`src/rtl/sar_pkg.sv`:
```
// -----------------------------------------------------------------------------
// sar_pkg
// Shared constants and helpers for the SAR averaging capture block.
//   SAR_CODE_W     : width of one SAR conversion code
//   SAR_FIFO_DEPTH : depth of the optional result FIFO
//   SAR_FIFO_AW    : pointer width of the optional result FIFO
//   sar_sum_w()    : sum width needed for 2^avg_log2 codes without overflow
// -----------------------------------------------------------------------------
package sar_pkg;

  localparam int SAR_CODE_W     = 4;
  localparam int SAR_FIFO_DEPTH = 4;
  localparam int SAR_FIFO_AW    = 2;

  // 15 * 2^avg_log2 always fits in SAR_CODE_W + avg_log2 bits.
  function automatic int sar_sum_w(input int avg_log2);
    return SAR_CODE_W + avg_log2;
  endfunction

endpackage

```
`src/rtl/sar_result_fifo.sv`:
```
// -----------------------------------------------------------------------------
// sar_result_fifo
// Small show-ahead FIFO holding finished averaging results. The head entry is
// always visible on o_head; o_empty / o_full report occupancy.
// A push while full is accepted only when a pop happens in the same cycle;
// otherwise it is ignored (the caller flags the loss). A pop while empty is
// ignored.
// Ports:
//   clk     in   clock, rising edge
//   rst_n   in   asynchronous active-low reset
//   i_push  in   write i_data
//   i_data  in   WIDTH  entry to write
//   i_pop   in   remove head entry
//   o_head  out  WIDTH  head entry (valid when !o_empty)
//   o_full  out  all DEPTH entries occupied
//   o_empty out  no entries occupied
// -----------------------------------------------------------------------------
module sar_result_fifo #(
  parameter  int WIDTH = 6,
  parameter  int DEPTH = 4,
  localparam int AW    = (DEPTH > 1) ? $clog2(DEPTH) : 1
) (
  input  logic             clk,
  input  logic             rst_n,
  input  logic             i_push,
  input  logic [WIDTH-1:0] i_data,
  input  logic             i_pop,
  output logic [WIDTH-1:0] o_head,
  output logic             o_full,
  output logic             o_empty
);

  localparam logic [AW:0]   FULL_CNT = (AW+1)'(DEPTH);
  localparam logic [AW-1:0] LAST_IDX = AW'(DEPTH - 1);

  logic [WIDTH-1:0] r_mem [DEPTH];
  logic [AW-1:0]    r_wr_ptr;
  logic [AW-1:0]    r_rd_ptr;
  logic [AW:0]      r_count;

  logic w_pop_ok;
  logic w_push_ok;

  assign o_empty   = (r_count == '0);
  assign o_full    = (r_count == FULL_CNT);
  assign w_pop_ok  = i_pop & ~o_empty;
  // A full FIFO still takes a push when the head leaves in the same cycle.
  assign w_push_ok = i_push & (~o_full | w_pop_ok);
  assign o_head    = r_mem[r_rd_ptr];

  // Explicit wrap so non power-of-two depths also work.
  function automatic logic [AW-1:0] ptr_inc(input logic [AW-1:0] p);
    return (p == LAST_IDX) ? '0 : p + 1'b1;
  endfunction

  always_ff @(posedge clk or negedge rst_n) begin
    if (!rst_n) begin
      r_wr_ptr <= '0;
      r_rd_ptr <= '0;
      r_count  <= '0;
    end else begin
      if (w_push_ok) r_wr_ptr <= ptr_inc(r_wr_ptr);
      if (w_pop_ok)  r_rd_ptr <= ptr_inc(r_rd_ptr);
      case ({w_push_ok, w_pop_ok})
        2'b10:   r_count <= r_count + 1'b1;
        2'b01:   r_count <= r_count - 1'b1;
        default: r_count <= r_count;
      endcase
    end
  end

  // Storage is reset so the head reads 0 straight out of reset.
  always_ff @(posedge clk or negedge rst_n) begin
    if (!rst_n) begin
      for (int i = 0; i < DEPTH; i++) r_mem[i] <= '0;
    end else if (w_push_ok) begin
      for (int i = 0; i < DEPTH; i++) begin
        if (r_wr_ptr == AW'(i)) r_mem[i] <= i_data;
      end
    end
  end

endmodule

```
`src/rtl/sar_avg_capture.sv`:
```
// -----------------------------------------------------------------------------
// sar_avg_capture
// Captures SAR codes on conv_done, sums 2^AVG_LOG2 consecutive codes and
// presents the sum and truncated average on a valid/ready port. Results lost
// to back-pressure set the sticky overrun flag.
//
// Build option: define SAR_AVG_FIFO_EN to replace the single output holding
// register with a 4-entry show-ahead result FIFO.
//
// Ports:
//   clk        in   clock, rising edge
//   rst_n      in   asynchronous active-low reset
//   bitin      in   4       SAR code, valid when conv_done=1
//   conv_done  in   sample strobe, one sample per high cycle
//   enable     in   1 = accumulate, 0 = discard samples and clear partial sum
//   out_data   out  4       averaged code (out_sum >> AVG_LOG2)
//   out_sum    out  SUM_W   sum of the last 2^AVG_LOG2 codes
//   out_valid  out  result available
//   out_ready  in   consumer accepts result
//   overrun    out  sticky: a result was dropped
//   ovr_clr    in   synchronous clear of overrun (a new drop wins)
// -----------------------------------------------------------------------------
module sar_avg_capture
  import sar_pkg::*;
#(
  parameter  int AVG_LOG2 = 2,
  localparam int SUM_W    = sar_sum_w(AVG_LOG2)
) (
  input  logic                  clk,
  input  logic                  rst_n,
  input  logic [SAR_CODE_W-1:0] bitin,
  input  logic                  conv_done,
  input  logic                  enable,
  output logic [SAR_CODE_W-1:0] out_data,
  output logic [SUM_W-1:0]      out_sum,
  output logic                  out_valid,
  input  logic                  out_ready,
  output logic                  overrun,
  input  logic                  ovr_clr
);

  // With AVG_LOG2 = 0 the counter keeps one bit that simply stays at 0,
  // so every sample is the last of its group.
  localparam int              CNT_W = (AVG_LOG2 > 0) ? AVG_LOG2 : 1;
  localparam logic [CNT_W-1:0] N_M1 = CNT_W'((1 << AVG_LOG2) - 1);

  logic [SUM_W-1:0] r_acc;
  logic [CNT_W-1:0] r_cnt;
  logic             r_overrun;

  logic             w_last;
  logic [SUM_W-1:0] w_result;
  logic             w_drop;

  assign w_last   = conv_done & enable & (r_cnt == N_M1);
  assign w_result = r_acc + SUM_W'(bitin);

  // ---------------------------------------------------------------------------
  // Accumulator
  // ---------------------------------------------------------------------------
  always_ff @(posedge clk or negedge rst_n) begin
    if (!rst_n) begin
      r_acc <= '0;
      r_cnt <= '0;
    end else if (!enable) begin
      r_acc <= '0;
      r_cnt <= '0;
    end else if (conv_done) begin
      if (w_last) begin
        r_acc <= '0;
        r_cnt <= '0;
      end else begin
        r_acc <= w_result;
        r_cnt <= r_cnt + 1'b1;
      end
    end
  end

  // ---------------------------------------------------------------------------
  // Output stage
  // ---------------------------------------------------------------------------
`ifdef SAR_AVG_FIFO_EN
  logic             w_full;
  logic             w_empty;
  logic [SUM_W-1:0] w_head;

  sar_result_fifo #(
    .WIDTH (SUM_W),
    .DEPTH (SAR_FIFO_DEPTH)
  ) u_fifo (
    .clk     (clk),
    .rst_n   (rst_n),
    .i_push  (w_last),
    .i_data  (w_result),
    .i_pop   (out_ready),
    .o_head  (w_head),
    .o_full  (w_full),
    .o_empty (w_empty)
  );

  // When full the FIFO is never empty, so out_ready alone means a pop.
  assign w_drop    = w_last & w_full & ~out_ready;
  assign out_valid = ~w_empty;
  assign out_sum   = w_head;
`else
  logic             r_valid;
  logic [SUM_W-1:0] r_hold;

  // A held result leaving this cycle frees the register for a new one.
  assign w_drop = w_last & r_valid & ~out_ready;

  always_ff @(posedge clk or negedge rst_n) begin
    if (!rst_n) begin
      r_valid <= 1'b0;
      r_hold  <= '0;
    end else if (w_last && (!r_valid || out_ready)) begin
      r_valid <= 1'b1;
      r_hold  <= w_result;
    end else if (r_valid && out_ready) begin
      r_valid <= 1'b0;
    end
  end

  assign out_valid = r_valid;
  assign out_sum   = r_hold;
`endif

  assign out_data = out_sum[SUM_W-1:AVG_LOG2];

  // ---------------------------------------------------------------------------
  // Sticky overrun; a drop in the same cycle as ovr_clr keeps it set.
  // ---------------------------------------------------------------------------
  always_ff @(posedge clk or negedge rst_n) begin
    if (!rst_n) begin
      r_overrun <= 1'b0;
    end else if (w_drop) begin
      r_overrun <= 1'b1;
    end else if (ovr_clr) begin
      r_overrun <= 1'b0;
    end
  end

  assign overrun = r_overrun;

endmodule

```
`config.mk`:
```
export PLATFORM = sky130hd
export DESIGN_NAME = sar_avg_capture
export DESIGN_NICKNAME = d
export VERILOG_FILES = /design/src/rtl/sar_pkg.sv /design/src/rtl/sar_result_fifo.sv /design/src/rtl/sar_avg_capture.sv
export SDC_FILE = /design/constraint.sdc
export NUM_CORES = 1
export LEC_CHECK = 0
export BUFFER_PORTS_ARGS = -buffer_cell sky130_fd_sc_hd__buf_2
export CORE_UTILIZATION = 52
export CTS_CLUSTER_DIAMETER = 80
export CTS_CLUSTER_SIZE = 12
export DETAILED_ROUTE_END_ITERATION = 7
export PLACE_DENSITY_LB_ADDON = 0.12
export SYNTH_ARGS = -nofsm -noshare
export SYNTH_HDL_FRONTEND = slang
export SYNTH_HIERARCHICAL = 1
export SYNTH_SLANG_ARGS = --single-unit
export TNS_END_PERCENT = 5
```
`constraint.sdc`:
```
create_clock -name clk -period 2 [get_ports clk]
set_clock_uncertainty 0.1 [all_clocks]
set_input_delay 0.4 -clock clk [delete_from_list [all_inputs] [get_ports clk]]
set_output_delay 0.4 -clock clk [all_outputs]
set_load 0.01 [all_outputs]
```
# ---- Word level (Yosys, flattened, before mapping)
# Cells that the tools add are included.
dict set report classes {
  add_sub_neg 2
  eq_ne 2
  mux 10
  bitwise 5
  reduce_logical 6
}
# op count
set ops {}
lappend ops {{6-bit 2-to-1 mux} 3}
lappend ops {{6-bit by 4-bit adder with 6-bit output} 1}
lappend ops {{2-bit 2-to-1 mux} 3}
lappend ops {{1-bit AND} 4}
lappend ops {{1-bit 2-to-1 mux} 4}
lappend ops {{2-bit nonzero test} 2}
lappend ops {{2-bit by 1-bit adder with 2-bit output, second input constant} 1}
lappend ops {{2-bit == test, second input constant} 1}
lappend ops {{1-bit logical AND} 2}
lappend ops {{2-bit != test, second input constant} 1}
lappend ops {{1-bit zero test} 1}
lappend ops {{1-bit logical OR} 1}
lappend ops {{1-bit NOT} 1}
dict set report totals {
  register_bits 16
  inputBits 10
  out_inout_bits 12
  wordCells 30
}

# ---- Depth between registers and ports, before layout
dict set report logic_depth {
  word_depth 5
  ltp_mapped 7
  depth_no_buf 7
}

# ---- Worst setup path after synthesis
# No wires, ideal clock.
dict set report synth_timing {
  path_type {input -> register}
  start {input port bitin[0]}
  end {register r_acc[4]}
  setup_time_ps 124
  arrival_time_ps 1551
  required_time_ps 1776
  setup_slack_ps 225
  stages 7
  n_path_buf 0
  cell_sequence {ha_1 > inv_1 > fa_1 > nor2b_1 > o21ai_2 > nor4b_1 > o31a_1}
}
dict set report synth_between {
  elab_chain_len 4
}
# item line_no
set synth_lines {}
lappend synth_lines {{start, declared} sar_avg_capture.sv:31} ;# input logic [SAR_CODE_W-1:0] bitin,
lappend synth_lines {{6-bit by 4-bit adder with 6-bit output} sar_avg_capture.sv:56} ;# assign w_result = r_acc + SUM_W'(bitin);
lappend synth_lines {{6-bit 2-to-1 mux} sar_avg_capture.sv:69} ;# if (w_last) begin
lappend synth_lines {{6-bit 2-to-1 mux} sar_avg_capture.sv:68} ;# end else if (conv_done) begin
lappend synth_lines {{6-bit 2-to-1 mux} sar_avg_capture.sv:65} ;# end else if (!enable) begin
lappend synth_lines {{end signal, assigned} sar_avg_capture.sv:73} ;# r_acc <= w_result;
lappend synth_lines {{end, declared} sar_avg_capture.sv:47} ;# logic [SUM_W-1:0] r_acc;
# Every way passes these cells. The select of a mux whose other input is x is not followed.
# A chain may end at the register's enable or synchronous reset.

# ---- Worst setup path in the final report
dict set report layout_timing {
  start {register r_acc[0]}
  end {register r_acc[4]}
}
dict set report layout_between {
  elab_chain_len 4
}
# item line_no
set layout_lines {}
lappend layout_lines {{6-bit by 4-bit adder with 6-bit output} sar_avg_capture.sv:56}
lappend layout_lines {{6-bit 2-to-1 mux} sar_avg_capture.sv:69}
lappend layout_lines {{6-bit 2-to-1 mux} sar_avg_capture.sv:68}
lappend layout_lines {{6-bit 2-to-1 mux} sar_avg_capture.sv:65}
# Every way passes these cells. The select of a mux whose other input is x is not followed.

==> impl_metrics.ini <==
[placement]
portBuffers = 21
hpwl_mm = 1.199
routabilityCongestion = 0.8150
dp_slack_ns = 0.05213

[hold_path]
worstHoldEndpoint = overrun
hp-start = ovr_clr
whs_path_depth = 2
worstHoldPathType = in -> reg

[timing]
maxSlewViolCount = 0
tightest_slew_ns = 0.3629
fin_crit_sh = 0.9147
relSlewSlack = 0.7581
finalSetupViolCount = 0
fin_setup_tns_ns = 0
final.setup.worst_slack_ns = 0.1706
worst_hold_slack_ns = 0.1901
layout_min_cycle_time_ns = 1.829
rsz0062_at_grt = false
hold_violations = 0
max_freq_mhz = 546.6

[layout]
syn_to_final_growth_pct = 14.00
drive_above_1_share = 0.2909
fillers = 155
diodes = 0
nets = 127

[clock_tree]
cts_resized = 0
cts_tree = done
htree_levels = 1
clk_latency_ns = 0.29
cts_hold_buf = 1
post_cts_buffers = 0
cts.reportedPaths.clkPinSlew_ns = 0.10
cts_made_buffers = 3
cts_root_buf = clkbuf_4
cts_max_path_buffers = 2
numClockSinks = 16

[global_route]
top_usage_layer = met2
grt_pass1_vias = 671
use_met1 = 0.2286
grt_pass1_wl_mm = 2.746
grt_use_met3 = 0.06122
grt_util_all_layers = 0.1923
grt_util_met2 = 0.3324
grt_max_degree = 17
antenna_found_initial = 0
globalRouteOverflowTotal = 0

[setup_path]
max_stage_delay_ns = 0.40
crit_chain = ha_1 -> inv_1 -> fa_1 -> nor2b_1 -> o21ai_2 -> nor4b_1 -> o31a_1
crit_slowest_cell = fa_1
r2r_start = r_acc[0]
reg2reg_to = r_acc[4]
cp_max_fo = 4
crit_path_end_kind = flip-flop
arrival_ns = 1.91
path_class = reg -> reg
ff2ff_setup_slack_ns = 0.17
rr_worst_depth = 7
cp.required_ns = 2.08
start_kind = flip-flop

[power_and_ir_drop]
p_comb_frac = 0.257
p_leak_nw = 0.5562
power_density_mw_per_mm2 = 749.6
clkPwrFrac = 0.268
switching_share = 0.2984
power_frac_seq = 0.475
ir_drop_v = 0.0003899
power_mw = 0.8095
p_int_mw = 0.5679
power_switching_mw = 0.2415

[logic_synthesis]
synthArstFlopShare = 1.000
synth_cell_type_count = 37
ys_seq_area_frac = 0.4227
synth_commonest_cells = dfrtp_1 (16), nand2_1 (8), inv_1 (7)
synth-edff-count = 0
yosys_register_bits = 16
synth.avg_cell_area_sq_um = 10.41
syn_nets = 107
syn_area_sq_um = 947.2
ys.flop_type = dfrtp_1
yosysMostFrequentCell = dfrtp_1
netlist_top_cells_area = dfrtp_1 (42%), ha_1 (6.6%), mux2i_1 (3.2%)
yosys.area.top_type = dfrtp_1
netlist.area_leader.share = 0.4227
synthCells = 91
yosysWarningCount = 6

[route]
dr.pass1.iters = 2
route.detailed.wl_per_inst_microns = 12.03
drc_errors = 0
finalWirelength_mm = 1.624
via_per_inst = 5.163
drtIter0Drc = 3
ant_nets = 0
num_vias = 697

[floorplan]
fp.dieH_microns = 44.68
rows = 15
num_io_pins = 22
die_area_sq_mm = 0.001996
core_sq_mm = 0.001708
initial_core_util = 0.5546
die_x_microns = 44.68

[run_status]
status = finished clean

[run]
max_cap_viol_count = 0
## sequential cells by signal, summed over array words and instances (netlist names)
signal	count
out_sum	6
r_acc	6
r_cnt	2
out_valid	1
overrun	1
## worst max path at each step
stage | startpoint | end | slack [ns] | cells after the start
after floorplan | bitin[0] | r_acc[4] | 0.22 | 7
after global placement | bitin[0] | r_acc[4] | 0.08 | 8
after detailed placement | bitin[0] | r_acc[4] | 0.05 | 8
after CTS | r_acc[0] | r_acc[4] | 0.16 | 7
after global routing | r_acc[0] | r_acc[4] | 0.07 | 7
final | r_acc[0] | r_acc[4] | 0.17 | 7
## cells in the final DEF, fill, tap and decap left out, drive strengths merged, types with 2 or more instances in the layout
cell type / netlist / final
inv: 7 / 7
nor2b: 3 / 3
and2: 2 / 2
and3: 2 / 2
nor2: 3 / 3
dfrtp: 16 / 16
o22ai: 2 / 2
xor2: 3 / 3
ha: 5 / 5
clkbuf: 1 / 4
mux2i: 3 / 3
a21oi: 3 / 3
nand3b: 3 / 3
o21ai: 5 / 5
nand2: 8 / 8
nand2b: 4 / 4
buf: 6 / 21
## kinds of logic after synthesis
kind of cell	synth area share
muxes	0.04359
buffers and inverters	0.08058
adders and majority gates	0.08719
DFF	0.4227
and+or+nand+nor	0.1982
xor gates and xnor gates	0.03699
AOI/OAI and AO/OA	0.1308
## worst max-delay path, delay by kind of cell, from the launching register on
family / cells / cell delay (ns)
AO/OA/AOI/OAI: 2 / 0.33
adder cells (fa/ha/maj): 2 / 0.57
buffers and inverters: 1 / 0.05
flip-flops: 1 / 0.36
AND/OR/NAND/NOR: 2 / 0.31
## final cells by class
cell class                 count  area [sq um]  area share
inverter                       7         26.28     0.02433
clock buffer                   4         36.28     0.03360
sequential                    16         400.4      0.3708
timing repair buffer          22         115.1      0.1066
multi-input combinational     61         470.5      0.4357
tap                           25         31.28     0.02897
## metal layers
metal / part of all wire / vias up
li1: - / 346
met1: 0.47 / 334
met2: 0.48 / 15
met3: 0.041 / 2
met4: 0.0074 / 0
met5: 0 / -
## stage by stage
stage                 util  instances  cell area [sq um]
floorplan                -         91              947.2
CTS                 0.6322        135               1080
global placement    0.6051        130               1033
detailed placement  0.6051        130               1033
finish              0.6322        135               1080
global route        0.6322        135               1080
## power by group through the flow
| stage | sequential, mW | clock [mW] | combinational, mW |
|---|---|---|---|
| after global placement | 0.390 | 0 | 0.203 |
| after floorplan | 0.401 | 0 | 0.142 |
| after detailed placement | 0.392 | 0 | 0.208 |
| after global routing | 0.391 | 0.229 | 0.237 |
| after CTS | 0.385 | 0.222 | 0.210 |
| final | 0.385 | 0.217 | 0.208 |
(Power assumes the default switching activity.)
